==> src/rtl/dmem_port_arbiter.sv <==
// Arbitrates the single data-memory port between the core (C) and aux (A) requesters and lane-aligns sub-word ops.
// Optional macro DMEM_RMW_EN: word-write-only memory, SB/SH done as read-modify-write through a WRITE state.
module dmem_port_arbiter #(
  parameter int DM_ADDRESS = 9,
  parameter int DATA_W     = 32,
  parameter int STARVE_MAX = 4
) (
  input  logic                  clk,
  input  logic                  rst_n,
  input  logic                  c_req,
  input  logic                  c_we,
  input  logic [2:0]            c_funct3,
  input  logic [DM_ADDRESS-1:0] c_addr,
  input  logic [DATA_W-1:0]     c_wdata,
  output logic                  c_gnt,
  input  logic                  a_req,
  input  logic                  a_we,
  input  logic [2:0]            a_funct3,
  input  logic [DM_ADDRESS-1:0] a_addr,
  input  logic [DATA_W-1:0]     a_wdata,
  output logic                  a_gnt,
  output logic                  rsp_valid,
  output logic                  rsp_port,
  output logic [DATA_W-1:0]     rsp_rdata,
  output logic                  rsp_err,
  output logic                  busy,
  output logic [31:0]           mem_raddr,
  output logic [31:0]           mem_waddr,
  output logic [DATA_W-1:0]     mem_wdata,
  output logic [3:0]            mem_wr,
  input  logic [DATA_W-1:0]     mem_rdata
);

  localparam logic [3:0] STARVE_LIM = 4'(STARVE_MAX);

  typedef enum logic [2:0] {IDLE, ACCESS, WRITE, ERR, RESP} state_t;

  state_t                state_reg, state_next;
  logic                  port_reg;
  logic                  we_reg;
  logic                  err_reg;
  logic [2:0]            funct3_reg;
  logic [DM_ADDRESS-1:0] addr_reg;
  logic [DATA_W-1:0]     wdata_reg;
  logic [3:0]            starve_cnt_reg;

  logic                  any_req;
  logic                  pick_a;
  logic                  sel_we;
  logic [2:0]            sel_funct3;
  logic [DM_ADDRESS-1:0] sel_addr;
  logic [DATA_W-1:0]     sel_wdata;
  logic                  sel_illegal;
  logic [1:0]            ofs;
  logic [3:0]            lane_mask;
  logic [DATA_W-1:0]     wdata_sh;
  logic [DATA_W-1:0]     rd_sh;

  function automatic logic is_illegal(input logic we, input logic [2:0] f3, input logic [1:0] a);
    logic bad;
    bad = 1'b1;
    case (f3)
      3'b000:  bad = 1'b0;
      3'b001:  bad = a[0];
      3'b010:  bad = |a;
      3'b100:  bad = we;
      3'b101:  bad = we | a[0];
      default: bad = 1'b1;
    endcase
    return bad;
  endfunction

  // C has priority unless A has been passed over STARVE_MAX times in a row.
  assign any_req     = c_req | a_req;
  assign pick_a      = a_req & (~c_req | (starve_cnt_reg == STARVE_LIM));
  assign sel_we      = pick_a ? a_we     : c_we;
  assign sel_funct3  = pick_a ? a_funct3 : c_funct3;
  assign sel_addr    = pick_a ? a_addr   : c_addr;
  assign sel_wdata   = pick_a ? a_wdata  : c_wdata;
  assign sel_illegal = is_illegal(sel_we, sel_funct3, sel_addr[1:0]);

  assign c_gnt = (state_reg == IDLE) & c_req & ~pick_a;
  assign a_gnt = (state_reg == IDLE) & pick_a;

  always_ff @(posedge clk or negedge rst_n) begin
    if (!rst_n) begin
      state_reg      <= IDLE;
      port_reg       <= 1'b0;
      we_reg         <= 1'b0;
      err_reg        <= 1'b0;
      funct3_reg     <= 3'b000;
      addr_reg       <= '0;
      wdata_reg      <= '0;
      starve_cnt_reg <= 4'd0;
    end else begin
      state_reg <= state_next;
      if (state_reg == IDLE && any_req) begin
        port_reg   <= pick_a;
        we_reg     <= sel_we;
        err_reg    <= sel_illegal;
        funct3_reg <= sel_funct3;
        addr_reg   <= sel_addr;
        wdata_reg  <= sel_wdata;
      end
      if (!a_req || a_gnt) begin
        starve_cnt_reg <= 4'd0;
      end else if (c_gnt && starve_cnt_reg != STARVE_LIM) begin
        starve_cnt_reg <= starve_cnt_reg + 4'd1;
      end
    end
  end

  always_comb begin
    state_next = state_reg;
    case (state_reg)
      IDLE:    if (any_req) state_next = sel_illegal ? ERR : ACCESS;
`ifdef DMEM_RMW_EN
      ACCESS:  state_next = (we_reg && funct3_reg != 3'b010) ? WRITE : RESP;
`else
      ACCESS:  state_next = RESP;
`endif
      WRITE:   state_next = RESP;
      ERR:     state_next = RESP;
      RESP:    state_next = IDLE;
      default: state_next = IDLE;
    endcase
  end

  assign ofs = addr_reg[1:0];

  always_comb begin
    case (funct3_reg[1:0])
      2'b00:   lane_mask = 4'b0001 << ofs;
      2'b01:   lane_mask = 4'b0011 << ofs;
      default: lane_mask = 4'b1111;
    endcase
  end

  assign wdata_sh  = wdata_reg << {ofs, 3'b000};
  assign rd_sh     = mem_rdata >> {ofs, 3'b000};
  assign mem_raddr = 32'({addr_reg[DM_ADDRESS-1:2], 2'b00});
  assign mem_waddr = mem_raddr;

`ifdef DMEM_RMW_EN
  logic [DATA_W-1:0] bit_mask;
  logic [DATA_W-1:0] merged;

  for (genvar gi = 0; gi < 4; gi++) begin : g_lane
    assign bit_mask[8*gi +: 8] = {8{lane_mask[gi]}};
  end

  // Fresh store lanes over the word fetched during ACCESS.
  assign merged = (mem_rdata & ~bit_mask) | (wdata_sh & bit_mask);
`endif

  always_comb begin
    mem_wr    = 4'b0000;
    mem_wdata = wdata_sh;
    rsp_rdata = '0;
    case (state_reg)
      ACCESS: begin
        if (we_reg) begin
`ifdef DMEM_RMW_EN
          if (funct3_reg == 3'b010) mem_wr = 4'b1111;
`else
          mem_wr = lane_mask;
`endif
        end
      end
`ifdef DMEM_RMW_EN
      WRITE: begin
        mem_wr    = 4'b1111;
        mem_wdata = merged;
      end
`endif
      RESP: begin
        if (!we_reg && !err_reg) begin
          case (funct3_reg)
            3'b000:  rsp_rdata = {{(DATA_W-8){rd_sh[7]}}, rd_sh[7:0]};
            3'b001:  rsp_rdata = {{(DATA_W-16){rd_sh[15]}}, rd_sh[15:0]};
            3'b100:  rsp_rdata = {{(DATA_W-8){1'b0}}, rd_sh[7:0]};
            3'b101:  rsp_rdata = {{(DATA_W-16){1'b0}}, rd_sh[15:0]};
            default: rsp_rdata = rd_sh;
          endcase
        end
      end
      default: ;
    endcase
  end

  assign rsp_valid = (state_reg == RESP);
  assign rsp_err   = (state_reg == RESP) & err_reg;
  assign rsp_port  = port_reg;
  assign busy      = (state_reg != IDLE);

endmodule

==> config.mk <==
export PLATFORM = sky130hd
export DESIGN_NAME = dmem_port_arbiter
export DESIGN_NICKNAME = d
export VERILOG_FILES = /design/src/rtl/dmem_port_arbiter.sv
export SDC_FILE = /design/constraint.sdc
export NUM_CORES = 1
export LEC_CHECK = 0
export CAP_MARGIN = 20
export CELL_PAD_IN_SITES_DETAIL_PLACEMENT = 0
export CELL_PAD_IN_SITES_GLOBAL_PLACEMENT = 1
export CORE_MARGIN = 3
export CORE_UTILIZATION = 24
export DETAILED_ROUTE_END_ITERATION = 10
export MAX_ROUTING_LAYER = met4
export PLACE_DENSITY_LB_ADDON = 0.1
export SYNTH_ARGS = -nofsm -noshare
export SYNTH_HDL_FRONTEND = slang
export SYNTH_SLANG_ARGS = --single-unit
==> constraint.sdc <==
create_clock -name clk -period 1.6 [get_ports clk]
set_clock_uncertainty 0.05 [all_clocks]
set_input_delay 0.16 -clock clk [delete_from_list [all_inputs] [get_ports clk]]
set_output_delay 0.16 -clock clk [all_outputs]
set_load 0.02 [all_outputs]
==> impl_metrics.py <==
metrics = {
    "status": {
        "status": "finished with violations",
        "violations": "negative setup slack",
    },
    "final_layout": {
        "drive_above_1_share": 0.4826,
        "areaGrowthSynthToFinish_pct": 112.5,
        "multi_input_area_um2": 3598,
        "fillers": 1589,
        "largest_reg_flops": 32,
        "layout.core_utilization": 0.5275,
        "seq_area_um2": 1356,
        "nets": 960,
        "n_antenna_cell": 0,
    },
    "placed_design": {
        "io_buffers": 213,
        "dp_hpwl_um": 12140,
        "place_congestion": 0.8026,
        "dp_slack_ps": -941.9,
    },
    "global_route": {
        "grt_max_degree": 55,
        "overflow": 0,
        "grt_pass1_wl_um": 28420,
        "grt_usage": 0.1869,
        "antenna_found_initial": 0,
        "grt_pass1_vias": 4945,
    },
    "sta": {
        "fmax_mhz": 447.8,
        "finalCriticalPeriod_ps": 2233,
        "period_share": 1.396,
        "fin_ws_ps": -633.2,
        "rsz0062_at_grt": "yes",
        "fin_hold_ws_ps": 330.9,
        "hold_viol": 0,
        "drv_slew": 0,
        "setup_viol": 122,
    },
    "cts": {
        "insertion_delay_ps": 300,
        "clock_sinks": 54,
        "clockRootBuffer": "clkbuf_16",
        "htreeDepth": 2,
        "cts_buffers": 5,
        "clk_pin_slew_ps": 70,
        "cts_tree": "yes",
        "clockBufferDepth": 2,
    },
    "critical_path": {
        "crit_path_top_delay_cell": "dfrtp_4",
        "worst-endpoint-required_ps": 1390,
        "cp_slowest_stage_delay_ps": 520,
        "critPathLaunchType": "flip-flop",
        "worst_ep_arrival_time_ps": 2020,
        "crit_chain": "mux2i_2 -> mux2_4 -> or3_4 -> a21oi_4 -> buf_6",
        "critPathKind": "reg2out",
        "cp-end-kind": "primary output",
        "path_max_fanout": 8,
    },
    "logic_synthesis": {
        "synth-seq-cells": 54,
        "synth_edf_count": 0,
        "synthFlopType": "dfrtp_1",
        "synth_area_um2": 4353,
        "ys_types": 41,
        "synth.avg_cell_area_um2": 8.213,
        "seq_area_frac_synth": 0.3104,
        "synthCells": 530,
        "async_reset_ff_frac": 1.000,
        "yosys_warnings": 0,
    },
    "die": {
        "rows": 48,
        "dieArea_um2": 19790,
        "core-area_um2": 17540,
        "die_x_um": 140.7,
        "initial_utilization": 0.2482,
        "boundaryPins": 264,
        "fp.dieH_um": 140.7,
    },
    "power_and_ir_drop": {
        "pwr_density_cell_nw_per_um2": 1821,
        "peakVddDrop_uv": 1007,
        "leakage_nw": 4.048,
        "total_power_mw": 16.85,
    },
    "route": {
        "routed_via_density": 4.559,
        "wl_um": 18860,
        "drc_errors": 0,
        "firstDrtPassIters": 4,
        "drt_iter0_markers": 148,
        "route.antenna.remaining_nets": 0,
        "vias": 4823,
        "wl_per_cell_um": 17.83,
    },
    "min_path": {
        "worstHoldPathType": "in2async",
    },
    "flow_run": {
        "maxCapViolations": 0,
    },
}
-- per-stage QoR --
step,cell area [um2],TNS [ps],std cells
global placement,7178,-57730,985
floorplan,4866,-8011,579
CTS,8791,-48930,1046
finish,9250,-53740,1058
detailed placement,7178,-59590,985
global route,9250,-61640,1058
-- worst paths after layout --
kind | start | end | slack (ps) | depth (start not counted)
setup / recovery | addr_reg[0] | rsp_rdata[12] | -630 | 5
hold / removal | rst_n | wdata_reg[19] | 330 | 3
setup reg to reg | state_reg[1] | rsp_port | -490 | 12
hold reg to reg | wdata_reg[26] | wdata_reg[26] | 430 | 2
max in group asynchronous | rst_n | addr_reg[0] | 870 | 3
min in group clk | c_addr[8] | addr_reg[8] | 420 | 3
-- cell usage in the layout, fill, tap and decap left out, drive strengths merged, types with 6 or more instances in the layout --
| master | instances |
|---|---|
| a21oi | 18 |
| dlymetal6s2s | 7 |
| conb | 50 |
| and2 | 17 |
| dfrtp | 54 |
| buf | 202 |
| o21ai | 72 |
| nand3 | 6 |
| clkbuf | 8 |
| a211oi | 22 |
| nor2b | 17 |
| clkdlybuf4s50 | 132 |
| nand2 | 80 |
| mux2i | 79 |
| nor2 | 28 |
| inv | 6 |
-- cells by family (layout without fill, tap and decap cells) --
| logic type | count (synthesis) | in the layout | share of synthesized area |
|---|---|---|---|
| AOI/OAI and AO/OA | 124 | 124 | 0.1633 |
| adders and majority gates | 2 | 2 | 0.005748 |
| other | 1 | 50 | 0.0008615 |
| muxes | 80 | 80 | 0.1851 |
| and+or+nand+nor | 162 | 162 | 0.1753 |
| buffers and inverters | 107 | 361 | 0.1592 |
| DFF | 54 | 54 | 0.3104 |
-- report_power, final --
part           internal (mW)  switching, mW  total, mW
Sequential              2.01          0.711       2.72
Combinational           6.69           6.27       13.0
Clock                  0.622          0.536       1.16
Total                   9.33           7.52       16.8
-- per-layer routing --
metal,vias to the layer above,track usage,wire [um]
li1,2323,-,-
met1,2321,0.2396,8006
met2,170,0.3145,9623
met3,9,0.03460,1038
met4,0,0.02907,195
met5,-,-,0
-- synthesized netlist by cell type, types with 2 or more instances --
cell type / instances / share of area
a211oi_1: 22 / 0.038
a21boi_0: 3 / 0.0052
a21oi_1: 18 / 0.021
a221oi_1: 2 / 0.0040
and2_1: 16 / 0.023
buf_1: 2 / 0.0017
buf_2: 14 / 0.016
buf_4: 65 / 0.11
buf_6: 4 / 0.010
clkbuf_1: 16 / 0.014
dfrtp_1: 54 / 0.31
ha_1: 2 / 0.0057
inv_1: 6 / 0.0052
mux2i_1: 79 / 0.18
nand2_1: 79 / 0.068
nand3_1: 6 / 0.0069
nand3b_1: 2 / 0.0034
nor2_1: 28 / 0.024
nor2b_1: 17 / 0.024
nor3_1: 2 / 0.0023
nor4_1: 2 / 0.0029
o21ai_0: 62 / 0.071
o21ai_1: 10 / 0.011
or3_1: 2 / 0.0029
-- area by class of cell --
class,instances,area share
well taps,225,0.03043
repair buffers,347,0.4146
multi-input cells,418,0.3890
inverters,6,0.002976
clock inverters,2,0.001353
flip-flops and latches,54,0.1466
clock buffers,6,0.01501
-- critical path, delay by kind of cell, from the launching register on --
kind,cells,cell delay [ps]
compound gates,1,160
buf+inv,1,130
flops,1,520
mux,2,450
simple gates,1,460
-- what timing repair did --
action,in CTS,in global routing
endpoints found under the setup margin,122,125
cloned,16,2
setup buffers,40,20
hold buffers,1,0
hold endpoints to repair,54,0
pin swaps,61,24
gates resized for setup,614,112
Power figures use the tool's default switching activity.
